--- config.mk ---
export PLATFORM = sky130hd
export DESIGN_NAME = clk_speed_detector_flat
export DESIGN_NICKNAME = d
export VERILOG_FILES = /design/src/rtl/clk_speed_detector_if.sv /design/src/rtl/clk_speed_detector.sv /design/src/flat_wrapper.sv
export SDC_FILE = /design/constraint.sdc
export NUM_CORES = 1
export LEC_CHECK = 0
export ABC_AREA = 1
export CAP_MARGIN = 10
export CORE_MARGIN = 8
export CORE_UTILIZATION = 65
export DETAILED_ROUTE_END_ITERATION = 12
export HOLD_SLACK_MARGIN = 0.15
export PLACE_DENSITY = 0.88
export SYNTH_ARGS = -nofsm -noshare
export SYNTH_HDL_FRONTEND = slang
export SYNTH_SLANG_ARGS = --single-unit
--- constraint.sdc ---
create_clock -name Clk50MHz -period 6.4 [get_ports Clk50MHz]
set_clock_uncertainty 0.15 [all_clocks]
set_input_delay 1.28 -clock Clk50MHz [delete_from_list [all_inputs] [get_ports Clk50MHz]]
set_output_delay 1.28 -clock Clk50MHz [all_outputs]
set_load 0.05 [all_outputs]
--- src/rtl/clk_speed_detector_if.sv ---
// ---------------------------------------------------------------------------
// clk_speed_detector_if
//   Bundles the monitored clock input and the measurement results of
//   clk_speed_detector.
//   master : drives ClkIn, observes the results (board / testbench side)
//   slave  : the detector itself
//   ClkIn     monitored slow clock, asynchronous to the system clock
//   EdgePulse one-cycle pulse per detected ClkIn rising edge
//   Period    last measured period in system clock cycles
//   SpeedDet  00 slow, 01 fast, 11 unknown
//   Valid     speed locked
//   Lost      sticky timeout flag, cleared by the next detected rising edge
// ---------------------------------------------------------------------------
interface clk_speed_detector_if #(
    parameter int CW = 27
);
    logic          ClkIn;
    logic          EdgePulse;
    logic [CW-1:0] Period;
    logic [1:0]    SpeedDet;
    logic          Valid;
    logic          Lost;

    modport master (
        output ClkIn,
        input  EdgePulse, Period, SpeedDet, Valid, Lost
    );

    modport slave (
        input  ClkIn,
        output EdgePulse, Period, SpeedDet, Valid, Lost
    );
endinterface

--- src/rtl/clk_speed_detector.sv ---
// ---------------------------------------------------------------------------
// clk_speed_detector
//   Measures the period of a slow divided clock against Clk50MHz and
//   classifies it as slow (PERIOD_SLOW) or fast (PERIOD_FAST), with lock
//   and loss monitoring.
//   Clk50MHz  system clock, all registers on its rising edge
//   Rst       synchronous active-high reset
//   bus       clk_speed_detector_if slave (ClkIn in; EdgePulse, Period,
//             SpeedDet, Valid, Lost out)
// ---------------------------------------------------------------------------
module clk_speed_detector #(
    parameter int PERIOD_SLOW = 50_000_000,
    parameter int PERIOD_FAST = 10_000_000,
    parameter int TOL         = 500_000,
    parameter int TIMEOUT     = 75_000_000,
    parameter int CW          = 27
) (
    input  logic                  Clk50MHz,
    input  logic                  Rst,
    clk_speed_detector_if.slave   bus
);

    typedef enum logic {WAIT_FIRST, MEASURE} state_t;

    localparam logic [1:0]    CLS_SLOW = 2'b00;
    localparam logic [1:0]    CLS_FAST = 2'b01;
    localparam logic [1:0]    CLS_UNK  = 2'b11;

    localparam logic [CW-1:0] TMO    = TIMEOUT[CW-1:0];
    localparam logic [CW:0]   SLOW_X = PERIOD_SLOW[CW:0];
    localparam logic [CW:0]   FAST_X = PERIOD_FAST[CW:0];
    localparam logic [CW:0]   TOL_X  = TOL[CW:0];

    // Three-flop chain: s1/s2 resynchronise, s3 is the delayed copy for edge detect.
    logic          s1_q, s2_q, s3_q;
    logic          rise;

    logic [CW-1:0] cnt_q, cnt_d;
    state_t        state_q, state_d;
    logic [CW-1:0] period_q, period_d;
    logic [1:0]    speed_q, speed_d;
    logic [1:0]    prev_q, prev_d;
    logic          valid_q, valid_d;
    logic          lost_q, lost_d;
    logic          pulse_q, pulse_d;

    logic [CW:0]   cnt_x, diff_slow, diff_fast;
    logic [1:0]    cls;

    assign rise = s2_q & ~s3_q;

    // Counter restarts at 1 on a rise so that it equals the rise spacing
    // on the cycle of the next rise; it parks at TIMEOUT.
    always_comb begin
        cnt_d = cnt_q;
        if (rise)
            cnt_d = {{(CW-1){1'b0}}, 1'b1};
        else if (cnt_q < TMO)
            cnt_d = cnt_q + 1'b1;
    end

    // One extra bit so the absolute difference can never wrap.
    always_comb begin
        cnt_x     = {1'b0, cnt_q};
        diff_slow = (cnt_x >= SLOW_X) ? cnt_x - SLOW_X : SLOW_X - cnt_x;
        diff_fast = (cnt_x >= FAST_X) ? cnt_x - FAST_X : FAST_X - cnt_x;
        if (diff_slow <= TOL_X)
            cls = CLS_SLOW;
        else if (diff_fast <= TOL_X)
            cls = CLS_FAST;
        else
            cls = CLS_UNK;
    end

    always_comb begin
        state_d  = state_q;
        period_d = period_q;
        speed_d  = speed_q;
        prev_d   = prev_q;
        valid_d  = valid_q;
        lost_d   = lost_q;
        pulse_d  = 1'b0;
        case (state_q)
            WAIT_FIRST: begin
                // First edge only establishes a reference point.
                if (rise) begin
                    state_d = MEASURE;
                    lost_d  = 1'b0;
                    pulse_d = 1'b1;
                end
            end
            MEASURE: begin
                // A rise coinciding with the timeout count still counts as a rise.
                if (rise) begin
                    period_d = cnt_q;
                    speed_d  = cls;
                    valid_d  = (cls == prev_q) && (cls != CLS_UNK);
                    prev_d   = cls;
                    pulse_d  = 1'b1;
                end else if (cnt_q == TMO) begin
                    valid_d = 1'b0;
                    speed_d = CLS_UNK;
                    lost_d  = 1'b1;
                    prev_d  = CLS_UNK;
                    state_d = WAIT_FIRST;
                end
            end
        endcase
    end

    always_ff @(posedge Clk50MHz) begin
        if (Rst) begin
            s1_q     <= 1'b0;
            s2_q     <= 1'b0;
            s3_q     <= 1'b0;
            cnt_q    <= '0;
            state_q  <= WAIT_FIRST;
            period_q <= '0;
            speed_q  <= CLS_UNK;
            prev_q   <= CLS_UNK;
            valid_q  <= 1'b0;
            lost_q   <= 1'b0;
            pulse_q  <= 1'b0;
        end else begin
            s1_q     <= bus.ClkIn;
            s2_q     <= s1_q;
            s3_q     <= s2_q;
            cnt_q    <= cnt_d;
            state_q  <= state_d;
            period_q <= period_d;
            speed_q  <= speed_d;
            prev_q   <= prev_d;
            valid_q  <= valid_d;
            lost_q   <= lost_d;
            pulse_q  <= pulse_d;
        end
    end

    assign bus.EdgePulse = pulse_q;
    assign bus.Period    = period_q;
    assign bus.SpeedDet  = speed_q;
    assign bus.Valid     = valid_q;
    assign bus.Lost      = lost_q;

endmodule

--- src/flat_wrapper.sv ---
// flat-port wrapper written by rule: the top's interface ports become plain ports
module clk_speed_detector_flat 
#(
    parameter int PERIOD_SLOW = 50_000_000,
    parameter int PERIOD_FAST = 10_000_000,
    parameter int TOL         = 500_000,
    parameter int TIMEOUT     = 75_000_000,
    parameter int CW          = 27
)
  (Clk50MHz, Rst, bus_ClkIn, bus_EdgePulse, bus_Period, bus_SpeedDet, bus_Valid, bus_Lost);
  clk_speed_detector_if #(.CW(CW)) bus_i ();
  input  logic Clk50MHz;
  input  logic Rst;
  input wire logic [$bits(bus_i.ClkIn)-1:0] bus_ClkIn;
  output wire logic [$bits(bus_i.EdgePulse)-1:0] bus_EdgePulse;
  output wire logic [$bits(bus_i.Period)-1:0] bus_Period;
  output wire logic [$bits(bus_i.SpeedDet)-1:0] bus_SpeedDet;
  output wire logic [$bits(bus_i.Valid)-1:0] bus_Valid;
  output wire logic [$bits(bus_i.Lost)-1:0] bus_Lost;
  assign bus_i.ClkIn = bus_ClkIn;
  assign bus_EdgePulse = bus_i.EdgePulse;
  assign bus_Period = bus_i.Period;
  assign bus_SpeedDet = bus_i.SpeedDet;
  assign bus_Valid = bus_i.Valid;
  assign bus_Lost = bus_i.Lost;
  clk_speed_detector #(.PERIOD_SLOW(PERIOD_SLOW), .PERIOD_FAST(PERIOD_FAST), .TOL(TOL), .TIMEOUT(TIMEOUT), .CW(CW)) u_core (.Clk50MHz(Clk50MHz), .Rst(Rst), .bus(bus_i));
endmodule
==> run metrics, run 1 <==
max-slew violations=0; syn_area_per_cell=between 5 and 6 um2; Slew headroom=between 40% and 50%; DRC=0; Netlist Area Pre-Place=~0.006 mm2; Least-Margin Pin Slew=between 0.7 and 0.8 ns; Layout fillers=847; fin nets=~1100; share of layout cells above drive strength 1=~8%; PortBufs=34; initial antenna violation count=0; Logic pwr share=7.3%; clk sinks=between 60 and 70; setup repair bufs after CTS=0; Cells after Synth=roughly 1000; Synth cell types=42; Max-Cap Viols=0; CP Capture Type=register; Mapped Nets=between 1000 and 1500; Flop pwr share=about half; Top Family by Delay on Critical Path=simple AND/OR/NAND/NOR gates; diodes inserted=0; total wire length=20190 um; Post-DP HPWL=about 15000 um; CP max stage delay=~0.71 ns; H-Tree Level Count=3; Power Internal=around 0.59 mW; area taken by multi-input logic gates=around 0.004 mm2; Final min period=around 3.8 ns; Setup crit start kind=register; Worst VDD drop=about 0.19 mV; Switching Power=0.2189 mW; GPL Wtd Cong=roughly 1.0; switch share=26.98%; Root Buffer=clkbuf_8; fin crit share=between 50 and 60%; largest net degree at the start of global routing=38; wire per inst=around 17 um; Initial Util=around 66%; crit path cell chain=inv_2 > nor2_1 > nand2_1 > nor2_1 > nand4_1 > nand2_2 > inv_2 > nand2_1 > nand2_1 > a21oi_1 > nand2_1 > nor2_1 > nand3_1 > nand3_1 > nand2_1 > nand2_1 > nand3_1; total number of vias=between 6000 and 7000; crit path buf inv count=2; most frequent cells in the layout=nand2_1, nor2_1, nand3_1; final setup violation count=0; Worst Path Class, Setup=register to register; Detailed Routing Iterations Pass 1=6; hold_buf cts=0; CP Max Fanout=23; worst skew pair latency=0.35 ns; Routed Antenna Nets=0; Reg area=~0.0013 mm2; Clock Power Share=43.6%; grt ovf=0; CP most frequent cell=nand2_1; power density over the cells=127.2 mW/mm2; Final Hold Viols=0; post-route core utilization=between 70% and 80%; CTS Buf Count=9; Vias/cell=slightly below 6; Max clock buf depth=2; TritonCTS clock tree=yes; sequential area share after synthesis=a little over a fifth; Worst Path Required=around 6.5 ns; Leakage=about 2.8 nW; Total GRT Usage=a little under a third; Die Width=111.4 um; fmax=roughly 260 MHz; Setup TNS Final=0 ns; DRT iter0 DRCs=~840; status=completed; synthesized flop and latch total=63; Worst Hold Class=register to register; Core ar.=about 0.0090 mm2; vias in the first global route=approximately 6400; Syn-to-layout area delta=7.736%; RSZ-0062 raised after global routing=false; CTS clk-pin slew, worst paths=around 0.080 ns; most common cell after layout, fill and taps aside=nand2_1; io pins=35; CTS-repair resized insts=0; CP Data Arrival Time=approximately 4 ns; Rows=35; Die Area=approximately 0.012 mm2; yosys warns=0; Crit-path slowest cell=dfxtp_1; first-pass GRT wire length=roughly 32000 um; Die Ht=between 100 and 150 um
==> cell usage after synthesis, drive strengths merged <==
library cell  instances  share of area [%]
buf                  31                3.5
inv                 107                6.8
nor2                122                9.3
o211ai                6               0.76
a21boi                2               0.25
mux2i                 1               0.17
a211oi                1               0.13
nand3               107                9.5
nor3                 20                1.9
a31oi                 5               0.53
dfxtp                63                 21
nand3b                2               0.25
clkinv                2               0.13
nand4                14                1.5
or2                   2               0.21
nor3b                 1               0.13
o21a                  4               0.51
o21ai                52                4.5
a21oi                68                6.0
ha                    7                1.5
clkbuf               12               0.76
a21o                  2               0.25
nor4                  7               0.85
nand2               374                 24
xor2                 34                5.0
==> through the flow <==
stage / power [mW] / hold slack (ns) / area [um2] / setup WS [ns] / cells
floorplan: 0.4485 / 0.2383 / 5919 / 3.785 / 1046
global placement: 0.4640 / 0.2551 / 6180 / 2.779 / 1152
detailed placement: 0.4647 / 0.2593 / 6180 / 2.780 / 1152
CTS: 0.8121 / 0.2716 / 6377 / 2.760 / 1168
global route: 0.8357 / 0.2855 / 6377 / 2.357 / 1168
finish: 0.8111 / 0.2683 / 6377 / 2.581 / 1168
==> layer usage <==
metal  up-vias  GRT usage (%)  part of all wire [%]
met3        94          6.237                    11
met4         0          20.09                   5.6
li1       3359              -                     -
met1      3061          40.96                    41
met5         -              0                     0
met2       455          47.29                    43
==> sequential cells by signal, indices dropped and copies added (netlist names) <==
name                  count
u_core.bus.Period        27
u_core.cnt_q             27
u_core.bus.SpeedDet       2
u_core.bus.EdgePulse      1
u_core.bus.Lost           1
u_core.bus.Valid          1
u_core.s1_q               1
u_core.s2_q               1
u_core.s3_q               1
u_core.state_q            1
==> final timing paths <==
check | slack [ns] | cells after the start | startpoint | end
worst max register to register | 2.58 | 17 | u_core.cnt_q[15] | u_core.bus.SpeedDet[1]
worst max-delay path | 2.58 | 17 | u_core.cnt_q[15] | u_core.bus.SpeedDet[1]
worst min register to register | 0.27 | 2 | u_core.s1_q | u_core.s2_q
worst min-delay path | 0.27 | 2 | u_core.s1_q | u_core.s2_q
==> worst min-delay path: cells and delay by family (launching register included) <==
kind	cells	cell delay, ns
buffers and inverters	1	0.04
DFF	1	0.31
and+or+nand+nor	1	0.03
==> layout make-up <==
cell class	count	area share (%)
Multi-Input combinational cell	831	62.72
Sequential cell	63	19.78
Inverter	109	6.416
Timing Repair Buffer	38	5.807
Tap cell	111	2.178
Clock buffer	10	2.001
Clock inverter	6	1.099
==> kinds of logic (layout without fill, tap and decap cells) <==
kind of cell | after synthesis | after routing | share of synthesized area [%]
adders and majority gates | 7 | 7 | 1.480
and+or+nand+nor | 649 | 649 | 47.96
buffers and inverters | 152 | 163 | 11.16
xor gates and xnor gates | 34 | 34 | 5.031
DFF | 63 | 63 | 21.31
AOI/OAI and AO/OA | 140 | 140 | 12.89
muxes | 1 | 1 | 0.1691
==> power groups by stage <==
stage	Clock [mW]	Sequential, mW	Combinational [mW]
after floorplan	0	0.407	0.0413
after global placement	0	0.407	0.0571
after detailed placement	0	0.407	0.0577
after CTS	0.356	0.398	0.0579
after global routing	0.372	0.398	0.0658
final	0.353	0.398	0.0596
Power figures use the tool's default switching activity.
==> run 2, diff against run 1 <==
--- a/config.mk
+++ b/config.mk
@@ -8,10 +8,10 @@
 export ABC_AREA = 1
 export CAP_MARGIN = 10
 export CORE_MARGIN = 8
-export CORE_UTILIZATION = 65
+export CORE_UTILIZATION = 55
 export DETAILED_ROUTE_END_ITERATION = 12
 export HOLD_SLACK_MARGIN = 0.15
-export PLACE_DENSITY = 0.88
+export PLACE_DENSITY = 0.79
 export SYNTH_ARGS = -nofsm -noshare
 export SYNTH_HDL_FRONTEND = slang
 export SYNTH_SLANG_ARGS = --single-unit
==> constraint.sdc (replaced) <==
create_clock -name Clk50MHz -period 3.4 [get_ports Clk50MHz]
set_clock_uncertainty 0.15 [all_clocks]
set_input_delay 0.68 -clock Clk50MHz [delete_from_list [all_inputs] [get_ports Clk50MHz]]
set_output_delay 0.68 -clock Clk50MHz [all_outputs]
set_load 0.05 [all_outputs]
==> run metrics, run 2 (synthesis results as in run 1) <==
max-slew violations=0; CP Max Fanout=20; Syn-to-layout area delta=15.03%; hold_buf cts=0; DRC=0; Setup WS pre-CTS=0.03033 ns; most frequent cells in the layout=nand2_1, nor2_1, nand3_1; Worst R2R Start=u_core.cnt_q[18]; final setup violation count=0; H-Tree Level Count=3; Final Hold Viols=0; CP Data Arrival Time=3.27 ns; Setup crit start=u_core.cnt_q[18]; power density over the cells=218.4 mW/mm2; Worst Path Class, Setup=register to register; Vias/cell=5.762; Top Family by Delay on Critical Path=simple AND/OR/NAND/NOR gates; wire per inst=between 15 and 20 um; GPL Wtd Cong=~1.0; crit path cell chain=buf_4 > nor2_8 > inv_2 > nor2_8 > nand2_2 > nand2_1 > nand2_2 > a21oi_4 > nand2_2 > inv_2 > nand2_1 > nand2_1 > nand3_1 > nor2_2 > nand2_1 > nor2_1 > nand2_1 > nand3_1 > nand2_1 > nand2_1 > nand3_1; Die Width=between 100 and 150 um; diodes inserted=0; TritonCTS clock tree=yes; grt ovf=0; Post-DP HPWL=about 17000 um; share of layout cells above drive strength 1=about an eighth; Final min period=about 3.2 ns; Detailed Routing Iterations Pass 1=6; DRT iter0 DRCs=just over 800; most common cell after layout, fill and taps aside=nand2_1; io pins=35; Routed Antenna Nets=0; Slew headroom=slightly above 60%; Worst Path Required=around 3.5 ns; Leakage=between 3 and 4 nW; CP most frequent cell=nand2_1; Setup TNS Final=0 ns; Root Buffer=clkbuf_8; Setup crit start kind=register; Rows=38; Die Ht=roughly 120 um; total number of vias=between 7000 and 8000; vias in the first global route=approximately 6700; status=completed; cell area after layout=0.006809 mm2; Initial Util=between 50% and 60%; CP max stage delay=0.44 ns; Crit-path slowest cell=dfxtp_1; RSZ-0062 raised after global routing=false; clk sinks=63; Cell Area, Placed=between 0.006 and 0.007 mm2; final worst setup slack=around 0.22 ns; fin nets=approximately 1100; Max-Cap Viols=0; total wire length=~22000 um; crit path buf inv count=3; CP Capture Type=register; Worst VDD drop=between 0.3 and 0.4 mV; Least-Margin Pin Slew=between 0.5 and 0.6 ns; Reg2Reg Depth=21; worst skew pair latency=around 0.36 ns; CTS Buf Count=9; Worst Hold Class=register to register; CTS clk-pin slew, worst paths=~0.070 ns; largest net degree at the start of global routing=37; number of cells on the critical path=21; Total GRT Usage=between 30% and 40%; reg-to-reg slack, setup=about 0.22 ns; fin crit share=93.52%; Core ar.=around 0.011 mm2; FF-to-FF End=u_core.bus.SpeedDet[1]; initial antenna violation count=0; Layout fillers=about 1100; fmax=314.5 MHz; Max clock buf depth=2; Die Area=roughly 0.014 mm2; PortBufs=34; first-pass GRT wire length=34780 um; CP endpoint=u_core.bus.SpeedDet[1]
[run 2: layer usage]
metal | up-vias | GRT usage, % | share of wire, %
met2 | 425 | 46.32 | 43
li1 | 3476 | - | -
met3 | 84 | 5.824 | 9.9
met1 | 3212 | 39.79 | 42
met5 | - | 0 | 0
met4 | 0 | 14.60 | 4.7
[run 2: worst min-delay path by stage]
stage / from / endpoint / depth (start not counted)
2_1_floorplan: u_core.s1_q / u_core.s2_q / 2
3_3_place_gp: u_core.s1_q / u_core.s2_q / 2
3_5_place_dp: u_core.s1_q / u_core.s2_q / 2
4_1_cts: u_core.s1_q / u_core.s2_q / 2
5_1_grt: u_core.s1_q / u_core.s2_q / 2
6_report: u_core.s1_q / u_core.s2_q / 2
[run 2: where the power goes]
part           internal, mW  switching [mW]  leakage, nW
clock network         0.286           0.331       0.0849
registers             0.743         0.00495        0.509
logic                0.0343          0.0876         2.50
[run 2: repair_timing]
action / 4_1_cts / 5_1_grt
setup endpoints to repair: 0 / 4
gates resized for setup: 0 / 6
setup buffers: 0 / 1
endpoints found under the hold margin: 0 / 0
[run 2: final cells by class]
class	instances	area [um2]	area share, %
timing repair buffer	90	768.2	11.28
clock inverter	6	45.04	0.6615
multi-input combinational	831	4013	58.93
sequential	63	1261	18.52
clock buffer	10	137.6	2.021
inverter	109	409.1	6.009
tap	140	175.2	2.573
[run 2: worst min-delay path, stage by stage, from the launching register on]
cell and delay, ns:
dfxtp_1 0.30, inv_1 0.04, nor2_1 0.03
[run 2: metrics by stage]
| stage | total power [mW] | utilization (%) | instances | hold slack [ns] |
|---|---|---|---|---|
| after floorplan | 0.8442 | - | 1046 | 0.2383 |
| after global placement | 0.8769 | 61.96 | 1232 | 0.2409 |
| after detailed placement | 0.8784 | 61.96 | 1232 | 0.2577 |
| after CTS | 1.487 | 63.67 | 1248 | 0.2681 |
| after global routing | 1.534 | 63.93 | 1249 | 0.2751 |
| final | 1.487 | 63.93 | 1249 | 0.2633 |
